**config.mk**
```make
export PLATFORM = sky130hd
export DESIGN_NAME = uart_xcvr
export DESIGN_NICKNAME = d
export VERILOG_FILES = /design/src/rtl/uart_xcvr.sv
export SDC_FILE = /design/constraint.sdc
export NUM_CORES = 1
export LEC_CHECK = 0
export ABC_CLOCK_PERIOD_IN_PS = 4400
export CAP_MARGIN = 10
export CELL_PAD_IN_SITES_DETAIL_PLACEMENT = 0
export CELL_PAD_IN_SITES_GLOBAL_PLACEMENT = 1
export CORE_AREA = 5 5 94 79
export CTS_CLUSTER_SIZE = 28
export DETAILED_ROUTE_END_ITERATION = 8
export DIE_AREA = 0 0 99 84
export PLACE_DENSITY = 0.89
export SYNTH_ARGS = -nofsm -noshare
export SYNTH_HDL_FRONTEND = slang
export SYNTH_SLANG_ARGS = --single-unit
```
**constraint.sdc**
```tcl
create_clock -name clk -period 4.4 [get_ports clk]
set_clock_uncertainty 0.05 [all_clocks]
set_input_delay 0.66 -clock clk [delete_from_list [all_inputs] [get_ports clk]]
set_output_delay 0.66 -clock clk [all_outputs]
set_load 0.1 [all_outputs]
```
**src/rtl/uart_xcvr.sv**
```systemverilog
`default_nettype none
// +----------------------------------------------------------------------------+
// | Module      : uart_xcvr                                                    |
// | Description : Parametrised full-duplex UART transceiver with valid/ready   |
// |               host handshakes, one-word RX holding register, and framing,  |
// |               parity and overrun error pulses.                             |
// | Revision    : 1.0  initial release                                         |
// +----------------------------------------------------------------------------+
module uart_xcvr #(
    parameter int CLKS_PER_BIT = 434,
    parameter int DATA_BITS    = 8,
    parameter int PARITY       = 0,
    parameter int STOP_BITS    = 1,
    parameter int SYNC_STAGES  = 2
) (
    input  logic                 clk,
    input  logic                 rst,
    input  logic                 rx_in,
    output logic                 tx_out,
    input  logic [DATA_BITS-1:0] tx_data,
    input  logic                 tx_valid,
    output logic                 tx_ready,
    output logic [DATA_BITS-1:0] rx_data,
    output logic                 rx_valid,
    input  logic                 rx_ready,
    output logic                 rx_frame_err,
    output logic                 rx_parity_err,
    output logic                 rx_overrun
);

    localparam int c_TMR_W = $clog2(CLKS_PER_BIT);
    localparam int c_IDX_W = $clog2(DATA_BITS);
    localparam logic [c_TMR_W-1:0] c_TMR_LAST = c_TMR_W'(CLKS_PER_BIT - 1);
    localparam logic [c_TMR_W-1:0] c_TMR_HALF = c_TMR_W'(CLKS_PER_BIT / 2 - 1);
    localparam logic [c_IDX_W-1:0] c_IDX_LAST = c_IDX_W'(DATA_BITS - 1);
    localparam logic c_HAS_PAR   = (PARITY != 0);
    localparam logic c_ODD       = (PARITY == 1);
    localparam logic c_STOP_LAST = (STOP_BITS == 2);

    // State encoding shared by both directions (BREAK is RX only)
    localparam logic [2:0] c_ST_IDLE   = 3'd0;
    localparam logic [2:0] c_ST_START  = 3'd1;
    localparam logic [2:0] c_ST_DATA   = 3'd2;
    localparam logic [2:0] c_ST_PARITY = 3'd3;
    localparam logic [2:0] c_ST_STOP   = 3'd4;
    localparam logic [2:0] c_ST_BREAK  = 3'd5;

    // ------------------------------------------------------------------ TX
    logic [2:0]           r_tx_state, w_tx_state_nxt;
    logic [c_TMR_W-1:0]   r_tx_tmr;
    logic [c_IDX_W-1:0]   r_tx_idx;
    logic                 r_tx_stop_idx;
    logic [DATA_BITS-1:0] r_tx_shift;
    logic                 r_tx_par;
    logic                 r_tx_out;
    logic                 w_tx_tick;

    assign w_tx_tick = (r_tx_tmr == c_TMR_LAST);
    assign tx_ready  = (r_tx_state == c_ST_IDLE);
    assign tx_out    = r_tx_out;

    // TX state register
    always_ff @(posedge clk or posedge rst) begin
        if (rst) r_tx_state <= c_ST_IDLE;
        else     r_tx_state <= w_tx_state_nxt;
    end

    // TX next-state: each bit period ends on the timer's last count
    always_comb begin
        w_tx_state_nxt = r_tx_state;
        case (r_tx_state)
            c_ST_IDLE:   if (tx_valid) w_tx_state_nxt = c_ST_START;
            c_ST_START:  if (w_tx_tick) w_tx_state_nxt = c_ST_DATA;
            c_ST_DATA:   if (w_tx_tick && r_tx_idx == c_IDX_LAST)
                             w_tx_state_nxt = c_HAS_PAR ? c_ST_PARITY : c_ST_STOP;
            c_ST_PARITY: if (w_tx_tick) w_tx_state_nxt = c_ST_STOP;
            c_ST_STOP:   if (w_tx_tick && r_tx_stop_idx == c_STOP_LAST)
                             w_tx_state_nxt = c_ST_IDLE;
            default:     w_tx_state_nxt = c_ST_IDLE;
        endcase
    end

    // TX datapath: tx_out is registered so the line changes on the state transition edge
    always_ff @(posedge clk or posedge rst) begin
        if (rst) begin
            r_tx_tmr      <= '0;
            r_tx_idx      <= '0;
            r_tx_stop_idx <= 1'b0;
            r_tx_shift    <= '0;
            r_tx_par      <= 1'b0;
            r_tx_out      <= 1'b1;
        end else if (r_tx_state == c_ST_IDLE) begin
            r_tx_tmr      <= '0;
            r_tx_idx      <= '0;
            r_tx_stop_idx <= 1'b0;
            if (tx_valid) begin
                r_tx_shift <= tx_data;
                r_tx_par   <= c_ODD ? ~^tx_data : ^tx_data;
                r_tx_out   <= 1'b0;
            end
        end else begin
            r_tx_tmr <= w_tx_tick ? '0 : r_tx_tmr + 1'b1;
            if (w_tx_tick) begin
                case (r_tx_state)
                    c_ST_START: r_tx_out <= r_tx_shift[0];
                    c_ST_DATA: begin
                        if (r_tx_idx == c_IDX_LAST) begin
                            r_tx_out <= c_HAS_PAR ? r_tx_par : 1'b1;
                        end else begin
                            r_tx_out   <= r_tx_shift[1];
                            r_tx_shift <= r_tx_shift >> 1;
                            r_tx_idx   <= r_tx_idx + 1'b1;
                        end
                    end
                    c_ST_PARITY: r_tx_out <= 1'b1;
                    c_ST_STOP: begin
                        r_tx_out      <= 1'b1;
                        r_tx_stop_idx <= 1'b1;
                    end
                    default: r_tx_out <= 1'b1;
                endcase
            end
        end
    end

    // ------------------------------------------------------------------ RX
    logic [SYNC_STAGES-1:0] r_sync;
    logic                   w_rx;
    logic [2:0]             r_rx_state, w_rx_state_nxt;
    logic [c_TMR_W-1:0]     r_rx_tmr;
    logic [c_IDX_W-1:0]     r_rx_idx;
    logic [DATA_BITS-1:0]   r_rx_shift;
    logic                   r_rx_par;
    logic                   r_rx_armed;
    logic [DATA_BITS-1:0]   r_rx_data;
    logic                   r_rx_valid;
    logic                   r_rx_frame_err, r_rx_parity_err, r_rx_overrun;
    logic                   w_rx_tick, w_rx_wrap;

    assign w_rx          = r_sync[SYNC_STAGES-1];
    assign w_rx_tick     = (r_rx_tmr == c_TMR_LAST);
    assign w_rx_wrap     = (r_rx_state == c_ST_START) ? (r_rx_tmr == c_TMR_HALF) : w_rx_tick;
    assign rx_data       = r_rx_data;
    assign rx_valid      = r_rx_valid;
    assign rx_frame_err  = r_rx_frame_err;
    assign rx_parity_err = r_rx_parity_err;
    assign rx_overrun    = r_rx_overrun;

    // Input synchroniser; resets to the idle-high line level
    always_ff @(posedge clk or posedge rst) begin
        if (rst) r_sync <= '1;
        else     r_sync <= {r_sync[SYNC_STAGES-2:0], rx_in};
    end

    // RX state register
    always_ff @(posedge clk or posedge rst) begin
        if (rst) r_rx_state <= c_ST_IDLE;
        else     r_rx_state <= w_rx_state_nxt;
    end

    // RX next-state: half-bit start qualification, then mid-bit sampling
    always_comb begin
        w_rx_state_nxt = r_rx_state;
        case (r_rx_state)
            c_ST_IDLE:   if (r_rx_armed && !w_rx) w_rx_state_nxt = c_ST_START;
            c_ST_START:  if (w_rx_wrap) w_rx_state_nxt = w_rx ? c_ST_IDLE : c_ST_DATA;
            c_ST_DATA:   if (w_rx_tick && r_rx_idx == c_IDX_LAST)
                             w_rx_state_nxt = c_HAS_PAR ? c_ST_PARITY : c_ST_STOP;
            c_ST_PARITY: if (w_rx_tick) w_rx_state_nxt = c_ST_STOP;
            c_ST_STOP:   if (w_rx_tick) w_rx_state_nxt = w_rx ? c_ST_IDLE : c_ST_BREAK;
            c_ST_BREAK:  if (w_rx) w_rx_state_nxt = c_ST_IDLE;
            default:     w_rx_state_nxt = c_ST_IDLE;
        endcase
    end

    // RX datapath: bit capture, holding register and single-cycle error pulses
    always_ff @(posedge clk or posedge rst) begin
        if (rst) begin
            r_rx_tmr        <= '0;
            r_rx_idx        <= '0;
            r_rx_shift      <= '0;
            r_rx_par        <= 1'b0;
            r_rx_armed      <= 1'b0;
            r_rx_data       <= '0;
            r_rx_valid      <= 1'b0;
            r_rx_frame_err  <= 1'b0;
            r_rx_parity_err <= 1'b0;
            r_rx_overrun    <= 1'b0;
        end else begin
            // IDLE is only ever entered with the line high, so the previous
            // sample doubles as the "armed" qualifier for edge detection.
            r_rx_armed      <= w_rx;
            r_rx_frame_err  <= 1'b0;
            r_rx_parity_err <= 1'b0;
            r_rx_overrun    <= 1'b0;
            if (r_rx_valid && rx_ready) r_rx_valid <= 1'b0;

            if (r_rx_state == c_ST_IDLE || r_rx_state == c_ST_BREAK) begin
                r_rx_tmr <= '0;
                r_rx_idx <= '0;
            end else begin
                r_rx_tmr <= w_rx_wrap ? '0 : r_rx_tmr + 1'b1;
            end

            if (w_rx_tick) begin
                case (r_rx_state)
                    c_ST_DATA: begin
                        r_rx_shift <= {w_rx, r_rx_shift[DATA_BITS-1:1]};
                        if (r_rx_idx != c_IDX_LAST) r_rx_idx <= r_rx_idx + 1'b1;
                    end
                    c_ST_PARITY: r_rx_par <= w_rx;
                    c_ST_STOP: begin
                        if (!w_rx) begin
                            r_rx_frame_err <= 1'b1;
                        end else if (c_HAS_PAR && ((^{r_rx_shift, r_rx_par}) != c_ODD)) begin
                            r_rx_parity_err <= 1'b1;
                        end else if (!r_rx_valid || rx_ready) begin
                            r_rx_data  <= r_rx_shift;
                            r_rx_valid <= 1'b1;
                        end else begin
                            r_rx_overrun <= 1'b1;
                        end
                    end
                    default: ;
                endcase
            end
        end
    end

endmodule
`default_nettype wire
```
# ---- Yosys cells after proc, flatten, opt, wreduce, memory -nomap -nowiden
# Index checks and enable logic that the tools add are counted.
dict set report word_totals {
  out_inout_bits 14
  ff_bits 62
  in_bits 13
  wordCells 123
}
dict set report classes {
  n_mux 53
  eq_ne 27
  n_reduce_logical 22
  add_sub_neg 4
  bitwise_logic 1
}
# operator n
set op_table {}
lappend op_table {{$mux W3} 20}
lappend op_table {{$mux W8} 5}
lappend op_table {{$mux W9} 4}
lappend op_table {{$ne A2 B2 Y1 const B} 12}
lappend op_table {{$mux W1} 20}
lappend op_table {{$add A9 B1 Y9 const B} 2}
lappend op_table {{$eq A9 B9 Y1 const B} 2}
lappend op_table {{$pmux W3 S6} 1}
lappend op_table {{$eq A3 B3 Y1 const B} 5}
lappend op_table {{$pmux W3 S5} 1}
lappend op_table {{$eq A3 B2 Y1 const B} 4}
lappend op_table {{$eq A9 B8 Y1 const B} 1}
lappend op_table {{$reduce_and A4 Y1} 2}
lappend op_table {{$add A3 B1 Y3 const B} 2}
lappend op_table {{$eq A3 B1 Y1 const B} 2}
lappend op_table {{$logic_not A3 Y1} 2}
lappend op_table {{$reduce_and A2 Y1} 3}
lappend op_table {{$reduce_and A6 Y1} 1}
lappend op_table {{$reduce_bool A2 Y1} 3}
lappend op_table {{$logic_and A1 B1 Y1} 5}
lappend op_table {{$reduce_and A5 Y1} 1}
lappend op_table {{$ne A3 B3 Y1 const B} 1}
lappend op_table {{$reduce_and A3 Y1} 1}
lappend op_table {{$logic_not A1 Y1} 2}
lappend op_table {{4 further kinds} 5}

# ---- Logic depth before layout (Yosys ltp)
# Gate-level depths: netlist (run 1).
dict set report depth {
  word_depth 6
  ltp_mapped 7
  mapped_depth_nobuf 6
}

# ---- Least setup slack after synthesis (run 1)
# OpenSTA, ideal clock, no wires.
dict set report synth_timing {
  path_kind {flip-flop to output port}
  from {register r_tx_state[2]}
  to {output tx_ready}
  stages_incl_launch_ff 5
  arrival_ns 1.976
  path_buffers 2
  required_time_ns 3.690
  setup_slack_ns 1.714
  path_cell_list {dfrtp_1 -> buf_2 -> or3_1 -> inv_2 -> clkbuf_1}
}
dict set report synth_between {
  elab_chain_len 1
}
# item line_no
set synth_lines {}
lappend synth_lines {{start: declaration} 49} ;# logic [2:0] r_tx_state, w_tx_state_nxt;
lappend synth_lines {{start signal: assignment} 64} ;# if (rst) r_tx_state <= c_ST_IDLE;
lappend synth_lines {{start signal: assignment} 65} ;# else r_tx_state <= w_tx_state_nxt;
lappend synth_lines {{$logic_not A3 Y1} 59} ;# assign tx_ready = (r_tx_state == c_ST_IDLE);
lappend synth_lines {{end: declaration} 22} ;# output logic tx_ready,
# No other way between the ends.

# ---- Worst setup path in the final report (run 1)
dict set report layout_timing {
  from {register r_tx_state[0]}
  to {output tx_ready}
}
# The elaborated chain is that of the path after synthesis.

==> results by group, run 1 <==
Run status
  • Status: completed

Pwr
  • Net switching power: 0.4328 mW
  • VDD IR max: 0.1639 mV
  • Combinational fraction of design power: 0.183
  • Pwr dens: 411.1 mW/mm²
  • Clk pwr share: 0.336
  • P_leak: 1.657 nW
  • Sequential share of power: 0.480
  • P_int: 1.027 mW
  • Sw Share: 0.2965

Synthesis
  • Cells after Synth: 274
  • Synth area leaders: dfrtp_1 (49%), nand2_1 (4.0%), ha_1 (3.7%)
  • Ys flop type: dfrtp_1
  • Synthesized area: 0.003033 mm²
  • Library cells used by synthesis: 55
  • Flops & latches, synth: 62
  • Yosys top cell area share: 0.4868
  • EDFF count, synth: 0
  • Synth area leader: dfrtp_1
  • Synth async-reset ratio: 1.000
  • Top cells by count, synth: dfrtp_1 (59), nand2_1 (32), nor2_1 (27), inv_1 (13), xnor2_1 (10)
  • Syn Area/Cell: 11.07 µm²
  • Net Count, Synth: 296
  • Synth warn: 0
  • Sequential-to-total area share from yosys stat: 0.5128
  • Top-count cell post-synth: dfrtp_1

Min path
  • Class of the worst hold path: register to register
  • Min-delay src: r_sync[0]
  • Hold path cells: 0
  • Hold Path End: r_sync[1]

Placed design
  • RePlAce Congestion: 0.8115
  • HPWL Detailed: 3776 µm
  • IO buf count: 25

Clock tree
  • Clock Latency Late Sink: 0.33 ns
  • CTS root buf: clkbuf_8
  • CTS tree: done
  • Post_cts resized: 0
  • Setup bufs post-CTS: 0
  • H-tree lvl count: 3
  • Number of CTS-inserted buffers: 9
  • CTS Hold Bufs: 0
  • Clock transition at the registers of the reported paths: 0.07 ns
  • Clock sinks: 62
  • CTS Buffer Depth: 2

Route
  • Routed Antenna Nets: 0
  • Number of remaining DRC errors: 0
  • Vias: 2035
  • Wirelength, routed: 5362 µm
  • DRT iter0 DRCs: 90
  • Average wire per standard cell: 13.61 µm
  • Via density: 5.165
  • DR pass1 iterations: 4

Setup path
  • WP data required: 3.69 ns
  • Launch point of the worst reg-to-reg path: r_rx_tmr[1]
  • Startpoint Class: register
  • Reg2reg end: r_rx_idx[0]
  • Worst-path fanout max: 11
  • FF-to-FF path depth: 6
  • FF-to-FF setup slack: 2.23 ns
  • Setup crit end kind: output port
  • Worst Path Arrival: 2.03 ns
  • Critical path type: register to output port

GRT
  • Vias in the first global route: 2018
  • Met1 Resource Use GR: 0.1796
  • Met3 GRT Util: 0.04762
  • Gr usage total: 0.1377
  • Gr busiest metal: met2
  • Overflow after GRT: 0
  • GR Util met2: 0.2122
  • Largest net degree at the start of global routing: 48
  • First-pass GRT wire length: 9246 µm
  • Initial antenna violation count: 0

Floorplan
  • Core area: 0.006520 mm²
  • # rows: 27
  • Full die area: 0.008316 mm²
  • Die height: 84 µm
  • Starting density of the core: 0.4652
  • Io pins: 27
  • Die width: 99 µm

STA
  • Final Cycle Share: 0.6225
  • Fin. max-slew vios: 0
  • FMAX: 0.3651 GHz
  • Post-layout minimum cycle time: 2.739 ns
  • Setup Viol. Count Final: 0
  • Max-slew headroom: 0.3533
  • Slew at the pin closest to its max-slew limit: 0.9670 ns
  • Final setup TNS: 0 ns
  • Hold Vio Cnt, Final: 0
  • RSZ-0062 raised after global routing: no

Final layout
  • Share of cells above drive strength 1: 0.1531
  • Final core utilization: 0.5446
  • Area Growth Syn to Fin: 17.08%
  • Nets: 324
  • Ant. Diodes: 0

Job
  • Max_cap viols: 0
==> worst max path at each step <==
| stage | from | endpoint | slack, ns | cells past startpoint |
|---|---|---|---|---|
| floorplan | r_tx_state[2] | tx_ready | 1.71 | 4 |
| global placement | r_tx_state[2] | tx_ready | 2.04 | 3 |
| detailed placement | r_tx_state[2] | tx_ready | 2.00 | 3 |
| CTS | r_tx_state[2] | tx_ready | 1.64 | 3 |
| global route | r_tx_state[0] | tx_ready | 1.53 | 3 |
| finish | r_tx_state[0] | tx_ready | 1.66 | 3 |
==> layout by cell type, fill, tap and decap left out, types with 3 or more instances in the layout <==
master / synthesis / final
nor2b_1: 4 / 4
xor2_1: 3 / 3
mux2_1: 8 / 8
mux2_4: 7 / 7
dfstp_2: 3 / 3
ha_1: 9 / 9
mux2i_1: 6 / 6
clkdlybuf4s50_1: 0 / 24
dfrtp_1: 59 / 59
inv_1: 13 / 12
xnor2_1: 10 / 10
clkbuf_8: 0 / 10
nor2_1: 27 / 27
nor3_1: 4 / 4
o21ai_1: 5 / 5
mux2_2: 8 / 8
nand3_1: 9 / 9
o21ai_0: 4 / 4
a21oi_1: 6 / 6
nand4_1: 3 / 3
or3_1: 3 / 3
nand2b_1: 3 / 3
nand2_1: 32 / 32
==> flip-flops by register name, indices dropped and copies added, names as in the netlist <==
name,count
r_rx_idx,3
r_tx_shift,8
r_rx_armed,1
r_tx_state,3
r_rx_tmr,9
rx_data,8
r_tx_stop_idx,1
r_tx_idx,3
rx_overrun,1
r_rx_state,3
r_rx_shift,8
r_sync,2
tx_out,1
r_tx_tmr,9
rx_frame_err,1
rx_valid,1
==> logic make-up (layout without fill, tap and decap cells) <==
group,after synthesis,in the layout,share of synthesized area
xor gates and xnor gates,13,13,0.03754
buffers and inverters,23,56,0.03259
other,1,1,0.001236
adders and majority gates,9,9,0.03713
DFF,62,62,0.5128
AOI/OAI and AO/OA,32,32,0.08210
and+or+nand+nor,105,105,0.1828
muxes,29,29,0.1139
==> metal layers <==
| layer | part of all wire | up-vias |
|---|---|---|
| met1 | 0.48 | 992 |
| met3 | 0.046 | 4 |
| met2 | 0.46 | 39 |
| met5 | 0 | - |
| li1 | - | 1000 |
| met4 | 0.0082 | 0 |
==> per-stage QoR <==
stage	total power, mW	hold slack [ns]	instances	cell area (µm²)	worst slack, ns
after floorplan	0.9166	0.2952	274	3033	1.714
after global placement	0.9693	0.2962	378	3351	2.039
after detailed placement	0.9777	0.2972	378	3351	2.001
after CTS	1.479	0.3163	394	3551	1.636
after global routing	1.545	0.3243	394	3551	1.533
final	1.460	0.3126	394	3551	1.661
==> worst max-delay path, cell delays in order, from the launching register on <==
cell and delay (ns):
dfrtp_1 0.51, or3_1 0.60, inv_2 0.26, buf_4 0.33
==> power by group through the flow <==
stage	registers (mW)	clock network (mW)	logic, mW
global placement	0.708	0	0.261
CTS	0.700	0.509	0.270
finish	0.701	0.491	0.268
global route	0.710	0.535	0.301
detailed placement	0.709	0	0.269
floorplan	0.679	0	0.238
==> final cells by class <==
class	instances	area [µm²]
Fill cell	546	2969
Multi-Input combinational cell	189	1379
Tap cell	87	108.9
Inverter	14	52.55
Sequential cell	62	1555
Timing Repair Buffer	26	255.2
Clock inverter	5	58.81
Clock buffer	11	141.4
Note: power is estimated with default switching activity, not from simulation.
==> run 2: changes to the inputs <==
- ABC_CLOCK_PERIOD_IN_PS: 4400 -> 2300
- CORE_AREA: 5 5 94 79 -> 5 5 103 85
- DIE_AREA: 0 0 99 84 -> 0 0 108 90
- PLACE_DENSITY: 0.89 -> 0.81
- clock period: 4.4 -> 2.3 ns (I/O delays scaled with it)
==> run 2 against run 1 <==
Utilization fell by 7.7 points. Cell area rose by 1.3%. Combinational power rose by 90%. Sequential share of layout area fell by 0.55 points. Worst hold slack got worse by 0.076 ns. Clock-buffer cell count did not move. Power rose by 94%. Setup slack got worse by 1.5 ns. Register-to-register slack got worse by 2.0 ns. Sequential power rose by 91%. Critical endpoint unchanged. Largest cell class unchanged.
==> results by group, run 2 (synthesized netlist as in run 1, its figures left out) <==
Run status
  • Status: completed

Placed design
  • HPWL Detailed: 4006 µm (+6.1%)
  • Placed cells: 401 (+6.1%)
  • Worst slack, placed: 0.2370 ns (-1.764 ns)
  • Area after DPL: 0.003387 mm² (+1.1%)
  • RePlAce Congestion: 0.8012 (-1.3%)
  • IO buf count: 25 (unchanged)

Final layout
  • Nets: 326 (+0.62%)
  • Commonest non-fill, non-tap cell in the layout: dfrtp_1
  • Commonest non-fill, non-tap cells in the layout: dfrtp_1 (59), nand2_1 (32), nor2_1 (27)
  • Fin area: 0.003596 mm² (+1.3%)
  • Share of cells above drive strength 1: 0.2006 (+0.04755)
  • Non-filler instance count after layout: 417 (+5.8%)
  • Ant. Diodes: 0 (unchanged)
  • Area Growth Syn to Fin: 18.56%
  • Top Registers: r_rx_tmr: 9 flops, r_tx_tmr: 9 flops

Clock tree
  • CTS root buf: clkbuf_8
  • CTS tree: done
  • Number of CTS-inserted buffers: 9 (unchanged)
  • CTS Hold Bufs: 0 (unchanged)
  • Clock sinks: 62 (unchanged)
  • H-tree lvl count: 3 (unchanged)
  • Setup bufs post-CTS: 0 (unchanged)
  • Clock Latency Late Sink: 0.34 ns (about the same)
  • CTS Buffer Depth: 2 (unchanged)
  • Post_cts resized: 0 (unchanged)
  • Clock transition at the registers of the reported paths: 0.07 ns (about the same)

Route
  • Average wire per standard cell: 13.53 µm (-0.62%)
  • Number of remaining DRC errors: 0 (unchanged)
  • Via density: 4.871 (-5.7%)
  • Vias: 2031 (-0.20%)
  • Wirelength, routed: 5640 µm (+5.2%)
  • DRT iter0 DRCs: 112 (+24%)
  • DR pass1 iterations: 4 (unchanged)
  • Routed Antenna Nets: 0 (unchanged)

Setup path
  • WP data required: 1.90 ns (-1.79 ns)
  • Critical-path top delay cell: dfrtp_1
  • Worst path cell trace: or3_1 > inv_2 > buf_12
  • WP buf/inv: 2 (unchanged)
  • Setup crit end kind: output port
  • Worst path top cell family by delay: flip-flops
  • Worst-path fanout max: 11 (unchanged)
  • Startpoint Class: register
  • Worst Path Arrival: 1.74 ns (-0.29 ns)
  • Critical path's largest stage delay: 0.51 ns (-0.09 ns)
  • Critical path type: register to output port

STA
  • Final setup TNS: 0 ns (unchanged)
  • Post-layout minimum cycle time: 2.134 ns
  • Setup ws final: 0.1662 ns (-1.495 ns)
  • FMAX: 0.4686 GHz
  • RSZ-0062 raised after global routing: no
  • Hold Vio Cnt, Final: 0 (unchanged)
  • Fin. max-slew vios: 0 (unchanged)
  • Final Cycle Share: 0.9278
  • Setup Viol. Count Final: 0 (unchanged)

Floorplan
  • Io pins: 27 (unchanged)
  • Die width: 108 µm (+9.1%)
  • # rows: 29 (+7.4%)
  • Die height: 90 µm (+7.1%)
  • Full die area: 0.009720 mm² (+17%)
  • Core area: 0.007692 mm² (+18%)
  • Starting density of the core: 0.3943 (-0.07090)

GRT
  • Overflow after GRT: 0 (unchanged)
  • Vias in the first global route: 2015 (-0.15%)
  • Initial antenna violation count: 0 (unchanged)
  • Gr usage total: 0.1312 (-0.006460)
  • First-pass GRT wire length: 9860 µm (+6.6%)
  • Largest net degree at the start of global routing: 48 (unchanged)

Min path
  • Class of the worst hold path: input pin to async pin

Pwr
  • VDD IR max: 0.3572 mV (+120%)
  • Pwr dens: 787.6 mW/mm² (+92%)
  • P_leak: 1.699 nW (+2.6%)

Job
  • Max_cap viols: 0 (unchanged)
[run 2: cell types whose count changed in the layout (fill, tap and decap cells not counted)]
cell / delta
buf_4: +12
clkdlybuf4s50_1: -12
buf_12: +2
clkbuf_1: -1
clkbuf_8: +1
clkinv_4: -1
clkinvlp_4: +1
[run 2: worst reg2reg max path, delay by kind of cell, from the launching register on]
family / cells / cell delay [ns]
buf+inv: 1 / 0.08
mux: 1 / 0.35
simple gates: 2 / 0.65
flops: 1 / 0.42
compound gates: 1 / 0.27
fa+ha+maj: 1 / 0.14
[run 2: stage by stage]
step                      hold slack, ns  power [mW]    util
after global placement            0.2973       1.861  0.4403
after global routing              0.2461       3.015  0.4675
after floorplan                   0.2952       1.753       -
after CTS                         0.2272       2.879  0.4675
after detailed placement          0.3015       1.872  0.4403
final                             0.2364       2.832  0.4675
[run 2: cell type report]
type | instances | area, µm²
Inverter | 14 | 52.55
Clock inverter | 5 | 57.56
Fill cell | 725 | 4096
Clock buffer | 11 | 151.4
Tap cell | 108 | 135.1
Sequential cell | 62 | 1555
Multi-Input combinational cell | 189 | 1379
Timing Repair Buffer | 28 | 265.3
[run 2: final timing paths]
| kind | slack, ns | cells past startpoint | start | endpoint |
|---|---|---|---|---|
| worst max-delay path | 0.17 | 3 | r_tx_state[2] | tx_ready |
| worst max register to register | 0.23 | 6 | r_rx_tmr[0] | r_rx_state[0] |
| min in group clk | 0.31 | 0 | r_sync[0] | r_sync[1] |
| worst min register to register | 0.31 | 0 | r_sync[0] | r_sync[1] |
| worst min-delay path | 0.24 | 2 | rst | r_tx_tmr[7] |
| max in group asynchronous | 1.34 | 3 | rst | r_sync[0] |
[run 2: power by group]
part           total, mW  internal, mW  switching (mW)
sequential          1.34          1.20           0.138
clock              0.985         0.557           0.429
combinational      0.509         0.237           0.272
total               2.83          1.99           0.838
[run 2: layer usage]
layer | GRT usage | routed length, µm
met5 | 0 | 0
met4 | 0.05678 | 135
met3 | 0.06375 | 428
met2 | 0.1698 | 2304
met1 | 0.1831 | 2772
==> run 3: changes to the inputs <==
- SKIP_CTS_REPAIR_TIMING: not set -> 1
==> results of run 3 <==
No change in the layout: final DEF, timing and power equal those of run 2.
